==> src/rtl/pal_pkg.sv <==
`default_nettype none
// ============================================================================
// Module      : pal_pkg
// Description : Shared types, state encoding and helpers for the programmable
//               AND-OR array.
// Revision    : 1.0 - initial release
// ============================================================================
package pal_pkg;

    // Default array geometry
    localparam int C_N_IN   = 10;
    localparam int C_N_TERM = 2;
    localparam int C_N_OUT  = 2;

    // Controller state encoding
    localparam logic [0:0] ST_IDLE  = 1'b0;
    localparam logic [0:0] ST_CLEAR = 1'b1;

    // Personality of a single product term at the default input width
    typedef struct packed {
        logic              en;
        logic [C_N_IN-1:0] care;
        logic [C_N_IN-1:0] pol;
    } term_cfg_t;

    // Config address width: enough bits to index every term, never below one
    function automatic int pal_addr_width(input int n_terms);
        int w;
        w = $clog2(n_terms);
        return (w < 1) ? 1 : w;
    endfunction

endpackage
`default_nettype wire

==> src/rtl/pal_term_eval.sv <==
`default_nettype none
// ============================================================================
// Module      : pal_term_eval
// Description : Combinational evaluation of one product term. An input takes
//               part only when its care bit is set; its polarity bit selects
//               whether it must be 1 (pol=0) or 0 (pol=1).
// Revision    : 1.0 - initial release
// ============================================================================
module pal_term_eval #(
    parameter int N_IN = 10
) (
    input  logic            en,
    input  logic [N_IN-1:0] care,
    input  logic [N_IN-1:0] pol,
    input  logic [N_IN-1:0] in_data,
    output logic            hit
);

    // A disabled term is 0; an enabled term with no care bits is 1
    assign hit = en & (&(~care | (in_data ^ pol)));

endmodule
`default_nettype wire

==> src/rtl/pal_and_or_array.sv <==
`default_nettype none
// ============================================================================
// Module      : pal_and_or_array
// Description : Run-time programmable AND-OR array with a 2-stage data
//               pipeline, a valid/ready personality write port and a
//               sequential clear engine.
// Revision    : 1.0 - initial release
// ============================================================================
module pal_and_or_array
    import pal_pkg::*;
#(
    parameter  int N_IN   = C_N_IN,
    parameter  int N_TERM = C_N_TERM,
    parameter  int N_OUT  = C_N_OUT,
    localparam int AW     = pal_addr_width(N_OUT * N_TERM)
) (
    input  logic             clk,
    input  logic             resetn,
    input  logic             in_valid,
    output logic             in_ready,
    input  logic [N_IN-1:0]  in_data,
    output logic             out_valid,
    output logic [N_OUT-1:0] out_data,
    input  logic             cfg_valid,
    output logic             cfg_ready,
    input  logic [AW-1:0]    cfg_addr,
    input  logic             cfg_en,
    input  logic [N_IN-1:0]  cfg_care,
    input  logic [N_IN-1:0]  cfg_pol,
    output logic             cfg_err,
    input  logic             clr_req,
    output logic             busy
);

    localparam int            c_num_terms = N_OUT * N_TERM;
    localparam logic [AW-1:0] c_last_idx  = AW'(c_num_terms - 1);

    logic [0:0]             r_state;
    logic [AW-1:0]          r_clr_cnt;
    logic [c_num_terms-1:0] w_term_hit;
    logic [c_num_terms-1:0] r_s1_terms;
    logic                   r_s1_valid;
    logic [N_OUT-1:0]       w_or;
    logic                   r_out_valid;
    logic [N_OUT-1:0]       r_out_data;
    logic                   r_cfg_err;
    logic                   w_idle;
    logic                   w_in_hs;
    logic                   w_cfg_hs;
    logic                   w_cfg_bad;

    // Both ports are open only while idle, so ready depends on state alone
    assign w_idle    = (r_state == ST_IDLE);
    assign in_ready  = w_idle;
    assign cfg_ready = w_idle;
    assign busy      = (r_state == ST_CLEAR);
    assign w_in_hs   = in_valid & w_idle;
    assign w_cfg_hs  = cfg_valid & w_idle;
    assign w_cfg_bad = (int'(cfg_addr) >= c_num_terms);

    // Controller: IDLE accepts traffic; CLEAR walks every term index once
    always_ff @(posedge clk or negedge resetn) begin
        if (!resetn) begin
            r_state   <= ST_IDLE;
            r_clr_cnt <= '0;
        end else begin
            case (r_state)
                ST_IDLE: begin
                    if (clr_req) begin
                        r_state   <= ST_CLEAR;
                        r_clr_cnt <= '0;
                    end
                end
                ST_CLEAR: begin
                    if (r_clr_cnt == c_last_idx) begin
                        r_state <= ST_IDLE;
                    end
                    r_clr_cnt <= r_clr_cnt + 1'b1;
                end
                default: r_state <= ST_IDLE;
            endcase
        end
    end

    // Term storage and evaluation, one slice per term index
    for (genvar t = 0; t < c_num_terms; t++) begin : g_term
        logic            r_en;
        logic [N_IN-1:0] r_care;
        logic [N_IN-1:0] r_pol;
        logic            w_cfg_wr;
        logic            w_clr_wr;

        assign w_cfg_wr = w_cfg_hs & ~w_cfg_bad & (cfg_addr == AW'(t));
        assign w_clr_wr = busy & (r_clr_cnt == AW'(t));

        // Personality register: the clear engine wipes it, config loads it
        always_ff @(posedge clk or negedge resetn) begin
            if (!resetn) begin
                r_en   <= 1'b0;
                r_care <= '0;
                r_pol  <= '0;
            end else if (w_clr_wr) begin
                r_en   <= 1'b0;
                r_care <= '0;
                r_pol  <= '0;
            end else if (w_cfg_wr) begin
                r_en   <= cfg_en;
                r_care <= cfg_care;
                r_pol  <= cfg_pol;
            end
        end

        pal_term_eval #(
            .N_IN (N_IN)
        ) u_term_eval (
            .en      (r_en),
            .care    (r_care),
            .pol     (r_pol),
            .in_data (in_data),
            .hit     (w_term_hit[t])
        );
    end

    // Each output ORs its own contiguous group of stage-1 term bits
    for (genvar o = 0; o < N_OUT; o++) begin : g_or
        assign w_or[o] = |r_s1_terms[o*N_TERM +: N_TERM];
    end

    // Stage 1: capture term bits on the input handshake
    always_ff @(posedge clk or negedge resetn) begin
        if (!resetn) begin
            r_s1_valid <= 1'b0;
            r_s1_terms <= '0;
        end else begin
            r_s1_valid <= w_in_hs;
            if (w_in_hs) begin
                r_s1_terms <= w_term_hit;
            end
        end
    end

    // Stage 2: register the OR result; data holds between valid pulses
    always_ff @(posedge clk or negedge resetn) begin
        if (!resetn) begin
            r_out_valid <= 1'b0;
            r_out_data  <= '0;
        end else begin
            r_out_valid <= r_s1_valid;
            if (r_s1_valid) begin
                r_out_data <= w_or;
            end
        end
    end

    // Out-of-range config write flagged on the cycle after its handshake
    always_ff @(posedge clk or negedge resetn) begin
        if (!resetn) begin
            r_cfg_err <= 1'b0;
        end else begin
            r_cfg_err <= w_cfg_hs & w_cfg_bad;
        end
    end

    assign out_valid = r_out_valid;
    assign out_data  = r_out_data;
    assign cfg_err   = r_cfg_err;

endmodule
`default_nettype wire

==> config.mk <==
export PLATFORM = sky130hd
export DESIGN_NAME = pal_and_or_array
export DESIGN_NICKNAME = d
export VERILOG_FILES = /design/src/rtl/pal_pkg.sv /design/src/rtl/pal_term_eval.sv /design/src/rtl/pal_and_or_array.sv
export SDC_FILE = /design/constraint.sdc
export NUM_CORES = 1
export LEC_CHECK = 0
export ABC_CLOCK_PERIOD_IN_PS = 1500
export CAP_MARGIN = 20
export CORE_MARGIN = 1.5
export CORE_UTILIZATION = 50
export CTS_CLUSTER_DIAMETER = 120
export DETAILED_ROUTE_END_ITERATION = 8
export HOLD_SLACK_MARGIN = 0.1
export PLACE_DENSITY = 0.75
export SLEW_MARGIN = 20
export SYNTH_ARGS = -nofsm -noshare
export SYNTH_HDL_FRONTEND = slang
export SYNTH_SLANG_ARGS = --single-unit
==> constraint.sdc <==
create_clock -name clk -period 1.5 [get_ports clk]
set_clock_uncertainty 0.2 [all_clocks]
set_input_delay 0.15 -clock clk [delete_from_list [all_inputs] [get_ports clk]]
set_output_delay 0.15 -clock clk [all_outputs]
set_load 0.01 [all_outputs]
==> impl_metrics.ini <==
[status]
status = complete, but fails checks
failed_checks = setup timing

[placement]
numPortBuffers = 43
dpl.hpwl_mm = 6.08
globalplace.congestion = 0.840
dpl_worst_slack_ns = -0.560
place_inst = 453

[timing]
fmax_mhz = 586
worst_hold_slack_ns = 0.126
report.final.setup_viol = 86
grt_setup_unrepaired = yes
fin_crit_ns = 1.71
hold_viol_final = 0
fin_ws_ns = -0.207
max-slew-margin-rel_pct = 59.3
report.final.slew_viol_count = 0
worst_slew_pin_slew_ns = 0.610
final_min_period_over_clock_period_pct = 114

[layout]
layout.area.seq_um2 = 2380
num-nets-final = 414
multi_input_combinational_cell_area_um2 = 1530
finalCoreUtilization_pct = 64.6
layout-drive-gt1-share_pct = 16.4
layout_stage_area_growth_over_the_synthesis_result_pct = 23.7
fillers = 610
instances_no_fill = 479
antennaDiodeCount = 0
most-common-layout-cells = sky130_fd_sc_hd__dfrtp_1 (95), sky130_fd_sc_hd__a22o_1 (84), sky130_fd_sc_hd__xnor2_1 (40)
layout.cells.most_common = sky130_fd_sc_hd__dfrtp_1

[worst_setup_path]
worstPathMaxFanout = 21
worst-r2r-cell-count = 6
worstPathRequired_ns = 1.55
worstSetupPathType = flip-flop to flip-flop
timing.critical_path.cells = buf_6 -> buf_8 -> and4bb_2 -> buf_4 -> buf_12 -> a22o_1
setup.worst_path.end_class = flip-flop
critical_path.startpoint_type = flip-flop
critical_path.max_stage_delay_ns = 0.38
worst_ep_arrival_time_ns = 1.75
reg2reg_slack_ns = -0.21
critical-path-slowest-cell = sky130_fd_sc_hd__dfrtp_1

[routing]
detail_route.first_pass.iterations = 4
drc = 0
routed_via_density = 5.87
drt-wirelength-per-cell_um = 19.5
vias = 2810
drtAntennaViolNets = 0
drt_iter0_drc = 180
wl_mm = 9.35

[run]
max-cap-violations = 0

[hold_path]
hp-class = primary input to async pin

[pwr]
total_switching_power_mw = 2.85
power.density_cell_area_nw_per_um2 = 1700
netSwitchingFraction_pct = 33.3
clock_power_share_pct = 20.1
p_int_mw = 5.71
p_leak_nw = 2.29
comb_power_share_pct = 34.9
p_seq_share_pct = 45.0
vdd.ir_drop.worst_mv = 1.18

[synth]
syn-instance-count = 314
postSynthAreaPerCell_um2 = 13.0
synth.yosys.seq_area_share_pct = 58.3
cell_variety_after_synth = 25
yosysWarningCount = 0
ys_ff_latch = 95
synth_fp_nets = 356
syn-cell-area_um2 = 4080

[clocking]
cts.reportedPaths.clkPinSlew_ns = 0.10
cts_tree = done
cts-buffers-inserted = 9
max-clock-path-buffers = 2
cts-root-buf = sky130_fd_sc_hd__clkbuf_8
cts_num_sinks = 95
clock_insertion_delay_worst_skew_ns = 0.36
clock_tree.htree_level_count = 3

[floorplanning]
floorplan.io_pins = 45
core_um2 = 7810
dieArea_um2 = 8710
initial_core_util_pct = 52.2
fp.dieW_um = 93.3
core.rowCount = 32
die_y_um = 93.3

[global_routing]
grt_pass1_wl_mm = 15.1
grt_overflow = 0
grt_max_degree = 96
antenna_found_initial = 0
grt_util_overall_pct = 23.2
first_global_vias = 2825
-- power groups by stage --
stage,clock [mW],combinational (mW),sequential (mW)
after global placement,0,2.71,3.86
final,1.72,2.99,3.85
after global routing,1.86,3.24,3.95
after detailed placement,0,2.79,3.89
after floorplan,0,1.86,3.79
after CTS,1.76,2.91,3.85
-- kinds of logic after synthesis --
kind of cell | synth area share, %
adders and majority gates | 1.23
AOI/OAI and AO/OA | 23.0
muxes | 0.245
buffers and inverters | 4.60
and+or+nand+nor | 3.93
xor gates and xnor gates | 8.59
other | 0.0919
DFF | 58.3
-- synthesized netlist by cell type --
| cell | number | area [um^2] |
|---|---|---|
| sky130_fd_sc_hd__dfrtp_1 | 95 | 2380 |
| sky130_fd_sc_hd__a22o_1 | 84 | 736 |
| sky130_fd_sc_hd__xnor2_1 | 40 | 350 |
| sky130_fd_sc_hd__a22oi_1 | 12 | 90.1 |
| sky130_fd_sc_hd__buf_4 | 11 | 82.6 |
| sky130_fd_sc_hd__nand2_1 | 10 | 37.5 |
| sky130_fd_sc_hd__buf_2 | 8 | 40.0 |
| sky130_fd_sc_hd__clkbuf_2 | 7 | 35.0 |
| sky130_fd_sc_hd__nand3_1 | 5 | 25.0 |
| sky130_fd_sc_hd__o21ai_0 | 5 | 25.0 |
| sky130_fd_sc_hd__a222oi_1 | 4 | 40.0 |
| sky130_fd_sc_hd__ha_1 | 4 | 50.1 |
| sky130_fd_sc_hd__inv_1 | 4 | 15.0 |
| sky130_fd_sc_hd__nand4_1 | 4 | 25.0 |
| sky130_fd_sc_hd__nor2_1 | 4 | 15.0 |
| sky130_fd_sc_hd__a21oi_1 | 3 | 15.0 |
| sky130_fd_sc_hd__a21oi_2 | 3 | 26.3 |
| sky130_fd_sc_hd__clkbuf_1 | 3 | 11.3 |
| sky130_fd_sc_hd__and4bb_2 | 2 | 25.0 |
| sky130_fd_sc_hd__and4_1 | 1 | 8.76 |
| sky130_fd_sc_hd__conb_1 | 1 | 3.75 |
| sky130_fd_sc_hd__inv_2 | 1 | 3.75 |
| sky130_fd_sc_hd__mux2i_1 | 1 | 10.0 |
| sky130_fd_sc_hd__nor4b_4 | 1 | 23.8 |
| sky130_fd_sc_hd__o31ai_1 | 1 | 7.51 |
-- metrics by stage --
step	TNS, ns	cell area, um^2	power (mW)
after floorplan	-4.57	4100	5.65
after global placement	-31.12	4730	6.57
after detailed placement	-33.21	4730	6.68
after CTS	-11.97	5010	8.51
after global routing	-18.86	5050	9.05
final	-14.08	5050	8.56
-- registers in the layout, summed over array words and instances (netlist names) --
name	count
g_term.r_en	4
r_s1_valid	1
out_data	2
g_term.r_care	40
busy	1
out_valid	1
r_clr_cnt	2
g_term.r_pol	40
r_s1_terms	4
-- final cells by class --
| type | instances | area share, % |
|---|---|---|
| clock inverters | 6 | 1.49 |
| multi-input cells | 185 | 30.4 |
| clock buffers | 10 | 2.53 |
| flip-flops and latches | 95 | 47.1 |
| well taps | 102 | 2.53 |
| repair buffers | 76 | 15.5 |
| inverters | 5 | 0.421 |
-- critical path, delay by kind of cell (launching register included) --
family / cells / cell delay, ns
and+or+nand+nor: 1 / 0.26
DFF: 1 / 0.38
buffers and inverters: 4 / 0.52
AOI/OAI and AO/OA: 1 / 0.24
-- worst paths after layout --
path                       startpoint                  to
max                              busy  g_term[2].r_pol[4]
min                            resetn  g_term[0].r_pol[3]
max reg2reg                      busy  g_term[2].r_pol[4]
min reg2reg                r_s1_valid           out_valid
max in group asynchronous      resetn  g_term[1].r_pol[7]
min in group clk              clr_req        r_clr_cnt[1]
-- per-layer routing --
layer / share of wire [%] / up-vias / GRT usage [%]
met5: 0 / - / 0
met1: 46 / 1440 / 33.9
met2: 48 / 80 / 35.7
met4: 0.75 / 0 / 5.43
li1: - / 1282 / -
met3: 5.1 / 8 / 4.63
-- what timing repair did --
item	4_1_cts	5_1_grt
hold endpoints to repair	95	0
cloned	0	0
endpoints found under the setup margin	94	91
setup buffers	6	3
resized for setup	27	5
hold buffers	1	0
pin swaps	23	14
No activity file was read; power rests on OpenSTA's default activity.
